## config.mk

```make
export PLATFORM = sky130hd
export DESIGN_NAME = ex_iter_shifter
export DESIGN_NICKNAME = d
export VERILOG_FILES = /design/src/rtl/shift_defs_pkg.sv /design/src/rtl/shift_step.sv /design/src/rtl/ex_iter_shifter.sv
export SDC_FILE = /design/constraint.sdc
export NUM_CORES = 1
export LEC_CHECK = 0
export BUFFER_PORTS_ARGS = -buffer_cell sky130_fd_sc_hd__buf_2
export CORE_MARGIN = 5
export CORE_UTILIZATION = 46
export CTS_CLUSTER_SIZE = 8
export DETAILED_ROUTE_END_ITERATION = 16
export PLACE_DENSITY_LB_ADDON = 0.3
export SETUP_SLACK_MARGIN = 0.2
export SLEW_MARGIN = 10
export SYNTH_ARGS = -nofsm -noshare
export SYNTH_HDL_FRONTEND = slang
export SYNTH_HIERARCHICAL = 1
export SYNTH_SLANG_ARGS = --single-unit
```

## constraint.sdc

```tcl
create_clock -name clk -period 3.3 [get_ports clk]
set_input_delay 0.33 -clock clk [delete_from_list [all_inputs] [get_ports clk]]
set_output_delay 0.33 -clock clk [all_outputs]
set_load 0.02 [all_outputs]
```

## src/rtl/shift_defs_pkg.sv

```systemverilog
// Shared encodings for the EX-stage iterative shifter.
package shift_defs;

  localparam int unsigned DATA_W = 32;

  typedef enum logic [1:0] {
    SHOP_SLL  = 2'b00,
    SHOP_SRL  = 2'b01,
    SHOP_SRA  = 2'b10,
    SHOP_ROTR = 2'b11
  } shop_e;

  typedef enum logic [1:0] {
    ST_IDLE  = 2'd0,
    ST_SHIFT = 2'd1,
    ST_DONE  = 2'd2
  } state_e;

endpackage

```

## src/rtl/shift_step.sv

```systemverilog
// Combinational single-step shifter: moves value by k positions according to op.
// Rotate support is present only when SHIFT_ROTR_EN is defined; otherwise ROTR acts as SRL.
module shift_step
  import shift_defs::*;
#(
  parameter int unsigned KW = 4
) (
  input  shop_e             op,
  input  logic [DATA_W-1:0] value,
  input  logic [KW-1:0]     k,
  output logic [DATA_W-1:0] shifted_c
);

`ifdef SHIFT_ROTR_EN
  logic [2*DATA_W-1:0] rot_c;
`endif

  always_comb begin
    shifted_c = value >> k;
`ifdef SHIFT_ROTR_EN
    rot_c = {value, value} >> k;
`endif
    case (op)
      SHOP_SLL: shifted_c = value << k;
      SHOP_SRA: shifted_c = DATA_W'($signed(value) >>> k);
`ifdef SHIFT_ROTR_EN
      SHOP_ROTR: shifted_c = rot_c[DATA_W-1:0];
`endif
      default: ;
    endcase
  end

endmodule

```

## src/rtl/ex_iter_shifter.sv

```systemverilog
// Multi-cycle EX-stage shifter: applies up to STEP bit positions per cycle with a busy/done handshake.
// Optional rotate-right for op=11 is enabled by defining SHIFT_ROTR_EN.
module ex_iter_shifter
  import shift_defs::*;
#(
  parameter int unsigned STEP  = 8,
  parameter int unsigned AMT_W = 5
) (
  input  logic              clk,
  input  logic              rst,
  input  logic              start,
  input  logic [1:0]        op,
  input  logic [DATA_W-1:0] amt,
  input  logic [DATA_W-1:0] din,
  input  logic              flush,
  output logic              ready,
  output logic              busy,
  output logic              done,
  output logic [DATA_W-1:0] result
);

  localparam int unsigned KW = $clog2(STEP + 1);

  state_e              state_q, state_d;
  shop_e               op_q, op_d;
  logic [DATA_W-1:0]   work_q, work_d;
  logic [DATA_W-1:0]   result_d;
  logic [AMT_W-1:0]    rem_q, rem_d;
  logic [AMT_W-1:0]    a_c;
  logic [KW-1:0]       k_c;
  logic [DATA_W-1:0]   step_c;
  logic                accept_c;
  logic                done_d, busy_d, ready_d;
  logic                unused_amt_c;

  assign a_c          = amt[AMT_W-1:0];
  assign unused_amt_c = ^amt[DATA_W-1:AMT_W];

  // Per-cycle step size: the remaining count, capped at STEP.
  always_comb begin
    if (32'(rem_q) > STEP) k_c = KW'(STEP);
    else                   k_c = KW'(rem_q);
  end

  shift_step #(.KW(KW)) u_step (
    .op        (op_q),
    .value     (work_q),
    .k         (k_c),
    .shifted_c (step_c)
  );

  // Next-state and next-register values.
  always_comb begin
    state_d  = state_q;
    op_d     = op_q;
    work_d   = work_q;
    rem_d    = rem_q;
    result_d = result;
    accept_c = 1'b0;

    case (state_q)
      ST_IDLE: accept_c = start;
      ST_SHIFT: begin
        if (flush) begin
          state_d = ST_IDLE;
          rem_d   = '0;
        end else begin
          work_d = step_c;
          rem_d  = rem_q - AMT_W'(k_c);
          if (rem_q == AMT_W'(k_c)) begin
            state_d  = ST_DONE;
            result_d = step_c;
          end
        end
      end
      ST_DONE: begin
        state_d  = ST_IDLE;
        accept_c = start && !flush;
      end
      default: state_d = ST_IDLE;
    endcase

    // A zero amount skips SHIFT and publishes din directly.
    if (accept_c) begin
      op_d   = shop_e'(op);
      work_d = din;
      rem_d  = a_c;
      if (a_c == '0) begin
        state_d  = ST_DONE;
        result_d = din;
      end else begin
        state_d  = ST_SHIFT;
      end
    end

    done_d  = (state_d == ST_DONE);
    busy_d  = (state_d == ST_SHIFT);
    ready_d = (state_d != ST_SHIFT);
  end

  always_ff @(posedge clk or posedge rst) begin
    if (rst) begin
      state_q <= ST_IDLE;
      op_q    <= SHOP_SLL;
      work_q  <= '0;
      rem_q   <= '0;
      result  <= '0;
      done    <= 1'b0;
      busy    <= 1'b0;
      ready   <= 1'b1;
    end else begin
      state_q <= state_d;
      op_q    <= op_d;
      work_q  <= work_d;
      rem_q   <= rem_d;
      result  <= result_d;
      done    <= done_d;
      busy    <= busy_d;
      ready   <= ready_d;
    end
  end

endmodule

```

==> run summary, run 1 <==
The via-per-instance ratio came out at 6.36. The commonest non-fill, non-tap cell in the layout is sky130_fd_sc_hd__nand2_1. The library cells used most frequently in the layout, excluding fill and tap cells, are 180 x sky130_fd_sc_hd__nand2_1, 102 x sky130_fd_sc_hd__nor2_1, 77 x sky130_fd_sc_hd__buf_2, 75 x sky130_fd_sc_hd__dfrtp_1, 70 x sky130_fd_sc_hd__a31oi_1.

The worst setup slack after placement came out at 0.312 ns. The largest voltage drop on the vdd net came out at 0.577 mV. The count of flip-flops with a built-in enable after synthesis came out at 0.

The number of instances in the synthesized netlist is 846. Once layout is complete, the utilization of the core stands at 0.531. The remaining routing DRC violations is 0.

The total inserted antenna cells is 0. The max-slew violation total from the final report came out at 0. The final total negative setup slack is 0 ns.

The standard cell with the maximum stage delay on the critical path is sky130_fd_sc_hd__mux4_2. The initial core utilization came out at 0.463. In the global route stage, overall resource usage came out at 0.263.

Static timing analysis puts the maximum clock frequency at 342 MHz. The cell family contributing the most delay on the critical path is multiplexers. The net count of the finished layout is 974.

CTS saw 76 sinks. The type of the tightest min-delay check is in -> async. The largest net degree at the start of global routing came out at 42. The sum of net half-perimeters after detailed placement is 16300 µm. The area of the die came out at 17000 µm².

The data required time of the worst path is 3.50 ns. The transition at the pin with the smallest max-transition slack is 0.771 ns. The max-capacitance violation count is 0. The worst stage delay on the critical path is 0.50 ns. Global routing finished with a remaining overflow of 0. The worst clock skew is 0.00753 ns. The post-synthesis area per instance came out at 7.86 µm². The sequential element share of the synthesized area is 0.286. STA puts the critical path data arrival time at 3.13 ns. The placed standard-cell area is 7220 µm². The run finished with clean final reports. The most used flip-flop cell after synthesis is sky130_fd_sc_hd__dfrtp_1. Setup repair after global routing left no endpoint under its margin.

The initial antenna violation count came out at 0. The relative area change from synthesis to final layout came out at 14.7%. The number of primary I/O pins came out at 105.

Setup violations remaining at the end of the flow were counted as 0. The synthesized netlist net count is 918. Measured along the x axis, the die boundary spans 130 µm.

In this run the number of H-tree levels came out at 3. The share of post-route cells with drive strength above 1 is 0.232. The number of DRC markers after the initial detailed-route iteration is 850. The total standard cell area after synthesis is 6650 µm².

The final wirelength is 22400 µm. After layout, the worst setup slack is 0.376 ns. The number of hold violations in the final report came to 0. The kind of critical path is reg -> reg.

The kind of end point of the critical path is a flop. The overall die height is 130 µm. The floorplan has 44 rows.

Clock tree synthesis selected as its root buffer the cell sky130_fd_sc_hd__clkbuf_16. The average wire per cell in the routed design came out at 20.5 µm. The Yosys step of the flow raised 6 warnings.

The number of nets with antenna violations after routing is 0. By instance count, the cell type seen most on the critical path is sky130_fd_sc_hd__mux2i_1. The worst setup path is launched from a flop. The minimum clock period after layout came out at 2.92 ns.

The number of buffers between clock root and the deepest sink is 2. In this run the worst path has a maximum fanout of 14. The clock network latency to the later pin of the worst-skew pair is 0.34 ns. The count of buffers added on input and output ports is 77.

The number of buffer and inverter stages on the critical path is 1. Before antenna repair, the detailed router went through 7 iterations. The routed layout has 6942 vias. The number of inserted filler cells in the final layout came out at 1383. The via count of the first global-routing pass came out at 6435. The total power divided by cell area is 1300 nW/µm². The final weighted congestion of routability-driven global placement came out at 1.01. TritonCTS built the clock tree.

Clock-pin slew was measured on the worst setup and hold paths at 0.07 ns. The count of cell types in the netlist is 63. For this run, asynchronously set or reset flops after synthesis account for 1.00. The number of buffers added to fix hold violations after cts is 0. The post-synthesis register bit count came out at 76. The number of clock buffers inserted by TritonCTS is 9. In this run the tightest slew margin relative to its limit is 0.484. Walking the worst path, the cells encountered are nor2_2 -> and2_4 -> buf_4 -> mux2i_1 -> mux2i_1 -> a221o_1 -> mux4_2 -> nand2_1 -> a31oi_1. The final cycle utilization of the critical path is 0.886. After routing the design area is 7620 µm². The first-pass GRT wire length came out at 35200 µm. The area of the core region came out at 14400 µm². For this design the static power due to leakage is 3.24 nW.
layout make-up:
type                       instances  area (µm²)  share of cell area
multi-input combinational        685        4350               0.571
clock buffer                      10         239              0.0313
tap                              184         230              0.0302
timing repair buffer             122         773               0.101
clock inverter                     6        95.1              0.0125
sequential                        76        1900               0.250
inverter                           8        31.3             0.00410
what timing repair did:
item,4_1_cts,5_1_grt
buffers inserted,0,7
gates resized for setup,0,4
setup endpoints to repair,0,29
registers in the layout, indices dropped and copies added, names as in the netlist:
register	cells
rem_q	5
ready	1
state_q	2
done	1
result	32
work_q	32
op_q	2
busy	1
cells by family after synthesis:
kind of cell | count (synthesis) | synth area share
mux | 110 | 0.205
buf+inv | 85 | 0.0644
fa+ha+maj | 2 | 0.00376
xor+xnor | 1 | 0.00132
other cells | 2 | 0.00113
flops | 76 | 0.286
compound gates | 222 | 0.221
simple gates | 348 | 0.218
synth_stat cells (all sizes together) (6+ instances only):
| master | number | area, µm² |
|---|---|---|
| a21oi | 22 | 110 |
| nand3 | 7 | 35.0 |
| a22oi | 8 | 60.1 |
| o21a | 6 | 45.0 |
| clkbuf | 40 | 150 |
| dfrtp | 75 | 1880 |
| nor2b | 7 | 43.8 |
| inv | 8 | 30.0 |
| a31oi | 70 | 438 |
| a211oi | 12 | 90.1 |
| nand2b | 6 | 37.5 |
| mux2i | 54 | 544 |
| nor3 | 19 | 100 |
| nand2 | 181 | 679 |
| mux4 | 16 | 360 |
| mux2 | 40 | 458 |
| buf | 37 | 248 |
| o22ai | 26 | 163 |
| o211ai | 10 | 75.1 |
| nor2 | 105 | 394 |
| and2 | 8 | 50.1 |
| o21ai | 31 | 155 |
path summary, 6_finish.rpt:
check	end	from	cells after the start	slack (ns)
worst max-delay path	result[20]	rem_q[3]	9	0.38
max in group asynchronous	work_q[6]	rst	3	2.51
worst max register to register	result[20]	rem_q[3]	9	0.38
worst min-delay path	result[30]	rst	2	0.02
min in group clk	rem_q[0]	amt[0]	2	0.23
worst min register to register	result[29]	result[29]	2	0.54
power breakdown:
part           total, mW  internal (mW)  switching, mW
sequential          2.02           1.38          0.634
combinational       6.77           2.69           4.08
clock               1.12          0.691          0.431
total               9.91           4.76           5.15
routing by layer:
| metal | GRT usage | routed length, µm | up-vias |
|---|---|---|---|
| met5 | 0 | 0 | - |
| met4 | 0.0795 | 586 | 0 |
| met3 | 0.0544 | 2300 | 59 |
| met2 | 0.375 | 9470 | 402 |
| met1 | 0.399 | 10000 | 3293 |
| li1 | - | - | 3188 |
metrics by stage:
stage	hold WS [ns]	total power, mW	std cells
finish	0.0151	9.91	1091
global route	0.0605	10.5	1091
CTS	0.0391	9.65	1084
detailed placement	0.400	8.48	1068
global placement	0.395	8.44	1068
floorplan	0.435	6.57	846
Power figures use the tool's default switching activity.
==> run 2, diff against run 1 <==
--- a/config.mk
+++ b/config.mk
@@ -6,11 +6,12 @@
 export NUM_CORES = 1
 export LEC_CHECK = 0
 export BUFFER_PORTS_ARGS = -buffer_cell sky130_fd_sc_hd__buf_2
+export CAP_MARGIN = 20
 export CORE_MARGIN = 5
 export CORE_UTILIZATION = 46
 export CTS_CLUSTER_SIZE = 8
 export DETAILED_ROUTE_END_ITERATION = 16
-export PLACE_DENSITY_LB_ADDON = 0.3
+export PLACE_DENSITY = 0.67
 export SETUP_SLACK_MARGIN = 0.2
 export SLEW_MARGIN = 10
 export SYNTH_ARGS = -nofsm -noshare
==> run summary, run 2 (synthesis gave the netlist of run 1 again) <==
The final cycle utilization of the critical path came out at 0.884. Along the worst path, the maximum fanout reaches 27. The area of the die is 17000 µm². The startpoint identified for the worst register-to-register timing path is rem_q[3].

The worst setup path is of the reg -> reg kind. Pin placement for this block handled 105 I/O pins. At the later pin of the worst-skew pair, clock insertion delay measures 0.34 ns. The total iterations of the first detailed-routing run came out at 5. The total number of H-tree levels is 3.

The area of the core region is 14400 µm². Tracing the worst setup path back leads to its startpoint at rem_q[3]. In the final layout, the share of cells above drive strength 1 is 0.230. The overall power consumption came out at 9.96 mW. The number of nets with antenna violations after routing came out at 0. After layout, the worst setup slack is 0.383 ns.

The root buffer selected by CTS is sky130_fd_sc_hd__clkbuf_16. The final weighted congestion of routability-driven global placement is 0.977. The largest net degree at the start of global routing is 57. The worst slew slack as a fraction of its limit is 0.521. In the final layout, the registers with the most flip-flops are result (32), work_q (32), rem_q (5). Across every metal layer, demand over resource in global routing totals 0.273.

The max-slew violation total from the final report came out at 0. STA classifies the critical path endpoint as a flop. The startpoint of the worst hold path is op[0]. The number of inserted filler cells in the final layout came out at 1418.

The max-capacitance violation count is 0. The number of setup buffers added after CTS is 0. The first-pass GRT wire length is 36500 µm.

The die is 130 µm wide. The data arrival at the endpoint of the critical path is 3.17 ns. The sum of net half-perimeters after detailed placement is 17100 µm.

The worst setup slack after placement came out at 0.375 ns. The relative area change from synthesis to final layout came out at 14.4%. The transition at the pin with the smallest max-transition slack is 0.715 ns. The count of vias placed by the detailed router came out at 6978. Timing would allow up to 343 MHz.

The overall die height is 130 µm. The via-per-instance ratio came out at 6.40. Clock-pin slew was measured on the worst setup and hold paths at 0.06 ns.

The remaining routing DRC violations came out at 0. The count of input and output buffers came out at 77. The initial antenna violation count is 0. The net count of the finished layout is 974. The clock drives 76 sinks.

The leakage power figure came out at 3.23 nW. The library cell used most frequently in the layout, excluding fill and tap cells, is sky130_fd_sc_hd__nand2_1. The run finished with clean final reports. TritonCTS created 9 clock buffers. The final wirelength is 23300 µm. Setup repair after global routing left no endpoint under its margin.

The number of DRC markers after the initial detailed-route iteration is 767. Power spread over the standard cell area amounts to 1310 nW/µm². The type of the tightest min-delay check is in -> reg. TritonCTS built the clock tree. In the layout the commonest cells are 180 x sky130_fd_sc_hd__nand2_1, 102 x sky130_fd_sc_hd__nor2_1, 77 x sky130_fd_sc_hd__buf_2, 75 x sky130_fd_sc_hd__dfrtp_1, 70 x sky130_fd_sc_hd__a31oi_1. 0 antenna diodes ended up in the layout. The worst clock skew is 0.00992 ns.

The average wire per cell in the routed design is 21.3 µm. For this configuration, the core starts out at a cell density of 0.463. The final total negative setup slack came out at 0 ns. The category of the worst setup path launch point is a flop. The largest voltage drop on the vdd net is 0.663 mV. Summed over all layers, the global routing overflow is 0. The via count of the first global-routing pass came out at 6459. The number of hold violations in the final report came to 0. The number of rows created at floorplan came out at 44. The clock passes through at most 2 buffers. The minimum clock period after layout came out at 2.92 ns. The final setup violation count came out at 0. At the worst endpoint, the required time is 3.56 ns.
## run 2: report_power, final
| part | switching [mW] | internal [mW] | leakage [nW] |
|---|---|---|---|
| combinational | 4.19 | 2.73 | 2.17 |
| sequential | 0.637 | 1.38 | 0.913 |
| clock | 0.409 | 0.610 | 0.146 |
| total | 5.24 | 4.72 | 3.23 |
## run 2: timing repair
| action | CTS | global route |
|---|---|---|
| hold buffers | 0 | 1 |
| resized for setup | 0 | 6 |
| hold endpoints to repair | 0 | 16 |
| setup endpoints to repair | 0 | 22 |
## run 2: per-layer routing
metal | GRT usage | up-vias | routed length, µm
met2 | 0.394 | 374 | 10000
li1 | - | 3190 | -
met1 | 0.410 | 3374 | 10200
met5 | 0 | - | 0
met4 | 0.0703 | 0 | 490
met3 | 0.0651 | 40 | 2500
## run 2: cell type report
| class | count | area (µm²) | share of cell area |
|---|---|---|---|
| flip-flops and latches | 76 | 1900 | 0.250 |
| well taps | 184 | 230 | 0.0303 |
| repair buffers | 121 | 781 | 0.103 |
| multi-input cells | 686 | 4360 | 0.573 |
| clock inverters | 5 | 60.1 | 0.00789 |
| clock buffers | 11 | 243 | 0.0319 |
| inverters | 8 | 31.3 | 0.00411 |
## run 2: path summary, 6_finish.rpt
path	to	slack, ns	cells past startpoint
setup / recovery	result[15]	0.38	11
hold / removal	op_q[0]	0.22	3
setup reg to reg	result[15]	0.38	11
hold reg to reg	result[1]	0.54	2
max in group asynchronous	ready	2.05	5
min in group asynchronous	result[30]	0.48	3
## run 2: worst max-delay path, cell delays in order (launching register included)
cell and delay, ns:
sky130_fd_sc_hd__dfrtp_1 0.45, sky130_fd_sc_hd__nor2_2 0.26, sky130_fd_sc_hd__and2_4 0.37, sky130_fd_sc_hd__buf_12 0.24, sky130_fd_sc_hd__mux2_2 0.25, sky130_fd_sc_hd__mux2i_1 0.09, sky130_fd_sc_hd__buf_4 0.15, sky130_fd_sc_hd__mux2i_1 0.15
sky130_fd_sc_hd__o21ai_0 0.09, sky130_fd_sc_hd__o21ai_0 0.49, sky130_fd_sc_hd__nand2_1 0.10, sky130_fd_sc_hd__a31oi_1 0.18
## run 2: per-stage QoR
step            util  cell area (µm²)  std cells  hold slack [ns]
2_1_floorplan      -             6650        846            0.435
3_3_place_gp   0.505             7250       1072            0.525
3_5_place_dp   0.505             7250       1072            0.525
4_1_cts        0.526             7550       1088            0.202
5_1_grt        0.530             7610       1091            0.222
6_report       0.530             7610       1091            0.216
==> run 3, diff against run 2 <==
--- a/config.mk
+++ b/config.mk
@@ -11,7 +11,7 @@
 export CORE_UTILIZATION = 46
 export CTS_CLUSTER_SIZE = 8
 export DETAILED_ROUTE_END_ITERATION = 16
-export PLACE_DENSITY = 0.67
+export PLACE_DENSITY_LB_ADDON = 0.08
 export SETUP_SLACK_MARGIN = 0.2
 export SLEW_MARGIN = 10
 export SYNTH_ARGS = -nofsm -noshare
==> run summary, run 3 (synthesis gave the netlist of run 1 again) <==
The worst slew slack as a fraction of its limit came out at 0.475. The largest net degree at the start of global routing came out at 40. The via-per-instance ratio is 6.42. The number of buffers between clock root and the deepest sink is 2.

VDD sags by at most 0.528 mV. The count of input and output buffers came out at 77. Summing over every cut layer, the via total after detailed routing is 7073.

The total number of H-tree levels came out at 3. Across every metal layer, demand over resource in global routing totals 0.290. The floorplan has 44 rows. Across the run, the number of max-cap violations was 0. The worst hold path belongs to the class in -> async. The via count of the first global-routing pass is 6741.

The clock network latency to the later pin of the worst-skew pair is 0.33 ns. The sum of net half-perimeters after detailed placement is 17900 µm. The top cell types in the final layout, fill and taps aside, are 180 x sky130_fd_sc_hd__nand2_1, 102 x sky130_fd_sc_hd__nor2_1, 77 x sky130_fd_sc_hd__buf_2, 75 x sky130_fd_sc_hd__dfrtp_1, 70 x sky130_fd_sc_hd__a31oi_1. After detailed routing, the average wire length per cell comes to 22.3 µm.

The total power divided by cell area is 1330 nW/µm². The initial antenna violation count is 0. Pin placement for this block handled 105 I/O pins. The capture instance of the worst register-to-register path is result[11]. The worst setup slack after placement is 0.370 ns. The CTS tree is done. The worst stage delay on the critical path is 0.45 ns. The worst clock skew is 0.00875 ns. The number of hold violations in the final report is 0.

The post-cts repair resize count came out at 0. The initial core utilization is 0.463. The total clock sinks is 76. Routability-driven placement finished with a final weighted congestion of 0.960. The total inserted antenna cells came out at 0. The number of setup buffers added after CTS is 0.

The slowest stage of the critical path belongs to the cell sky130_fd_sc_hd__dfrtp_1. The first global-routing pass estimated 38000 µm of wire. In this run, the number of DRC markers left after iteration 0 of detailed routing was 857.

The area of the die is 17000 µm². The startpoint identified for the worst register-to-register timing path is rem_q[3]. The number of buffers added to fix hold violations after cts came out at 0.

The data required time of the worst path came out at 3.49 ns. In this run the standard cell core region covers 14400 µm². The top cell family by delay on the critical path is multiplexers.

In the routed design, unresolved DRC markers number 0. Among the stages of the critical path, the cell type that occurs most often is sky130_fd_sc_hd__mux2i_1. The clock-pin slew of the registers on the worst-case setup and hold paths came out at 0.06 ns. STA classifies the critical path endpoint as a flop. The commonest non-fill, non-tap cell in the layout is sky130_fd_sc_hd__nand2_1. Setup repair after global routing could not meet its margin everywhere. The worst setup path startpoint is rem_q[3]. The floorplan step set the die width to 130 µm. The maximum fanout encountered on the critical timing path came out at 16. Traced cell by cell, the critical path runs through nor2_2 -> and2_4 -> buf_4 -> mux2_2 -> mux2i_1 -> mux2i_1 -> a211oi_1 -> a21oi_1 -> nand2_1 -> a31oi_1.

The run finished with clean final reports. The final setup violation count came out at 0. The worst register-to-register path has a depth of 10. The net count of the finished layout is 984. Timing would allow up to 339 MHz. STA classifies the critical path startpoint as a flop. The final cycle utilization of the critical path is 0.893.

The final global-route overflow total came out at 0. The internal reg-to-reg setup slack is 0.35 ns. The relative area change from synthesis to final layout came out at 14.8%.

Counting both buffers and inverters, the worst setup path holds a total of 1. Hold is met by 0.140 ns. The largest registers in the layout are result (32), work_q (32), rem_q (5).

The total iterations of the first detailed-routing run came out at 6. The kind of critical path is reg -> reg. The overall die height is 130 µm. The leakage power figure is 3.27 nW. The max-slew violation total from the final report is 0. The number of clock buffers inserted by TritonCTS is 9. The number of nets with antenna violations after routing is 0.

In the final layout, the share of cells above drive strength 1 is 0.239. The root buffer selected by CTS is sky130_fd_sc_hd__clkbuf_16. For the worst setup path, the data arrival time is 3.14 ns. For the pin with the worst max-slew slack, the measured transition is 0.786 ns.

The final wirelength came out at 24500 µm. The final total negative setup slack came out at 0 ns. Subtracting the final worst setup slack from the clock period gives 2.95 ns.

The final worst slack is 0.352 ns.
run 3: worst max path at each step:
stage                 endpoint  cells past startpoint  slack (ns)
floorplan           work_q[20]                     11        0.75
global placement    result[18]                     10        0.40
detailed placement  result[11]                     10        0.37
CTS                 result[11]                     10        0.33
global route        result[11]                     10        0.22
finish              result[11]                     10        0.35
run 3: power by group:
part / total [mW] / switching (mW) / internal [mW]
clock network: 0.974 / 0.388 / 0.586
logic: 7.16 / 4.34 / 2.83
registers: 2.04 / 0.662 / 1.38
run 3: through the flow:
stage | util | cell area, µm² | power (mW) | cells
6_report | 0.531 | 7630 | 10.2 | 1101
5_1_grt | 0.531 | 7630 | 10.8 | 1101
4_1_cts | 0.529 | 7610 | 9.94 | 1100
3_5_place_dp | 0.509 | 7310 | 8.91 | 1084
3_3_place_gp | 0.509 | 7310 | 8.86 | 1084
2_1_floorplan | - | 6650 | 6.57 | 846
run 3: per-layer routing:
layer / GRT usage / vias to the layer above / part of all wire
met5: 0 / - / 0
met4: 0.0947 / 0 / 0.023
met3: 0.0471 / 50 / 0.084
met2: 0.420 / 405 / 0.44
met1: 0.438 / 3406 / 0.45
li1: - / 3212 / -
run 3: worst reg2reg max path, delay by kind of cell (launching register included):
kind,cells,cell delay (ns)
multiplexers,3,0.91
AND/OR/NAND/NOR,3,0.70
AO/OA/AOI/OAI,3,0.50
flip-flops,1,0.45
buffers and inverters,1,0.24
run 3: area by class of cell:
type / count / area (µm²)
fillers: 1415 / 6730
multi-input cells: 686 / 4360
flip-flops and latches: 76 / 1900
repair buffers: 131 / 820
well taps: 184 / 230
clock buffers: 10 / 229
clock inverters: 6 / 62.6
inverters: 8 / 30.0
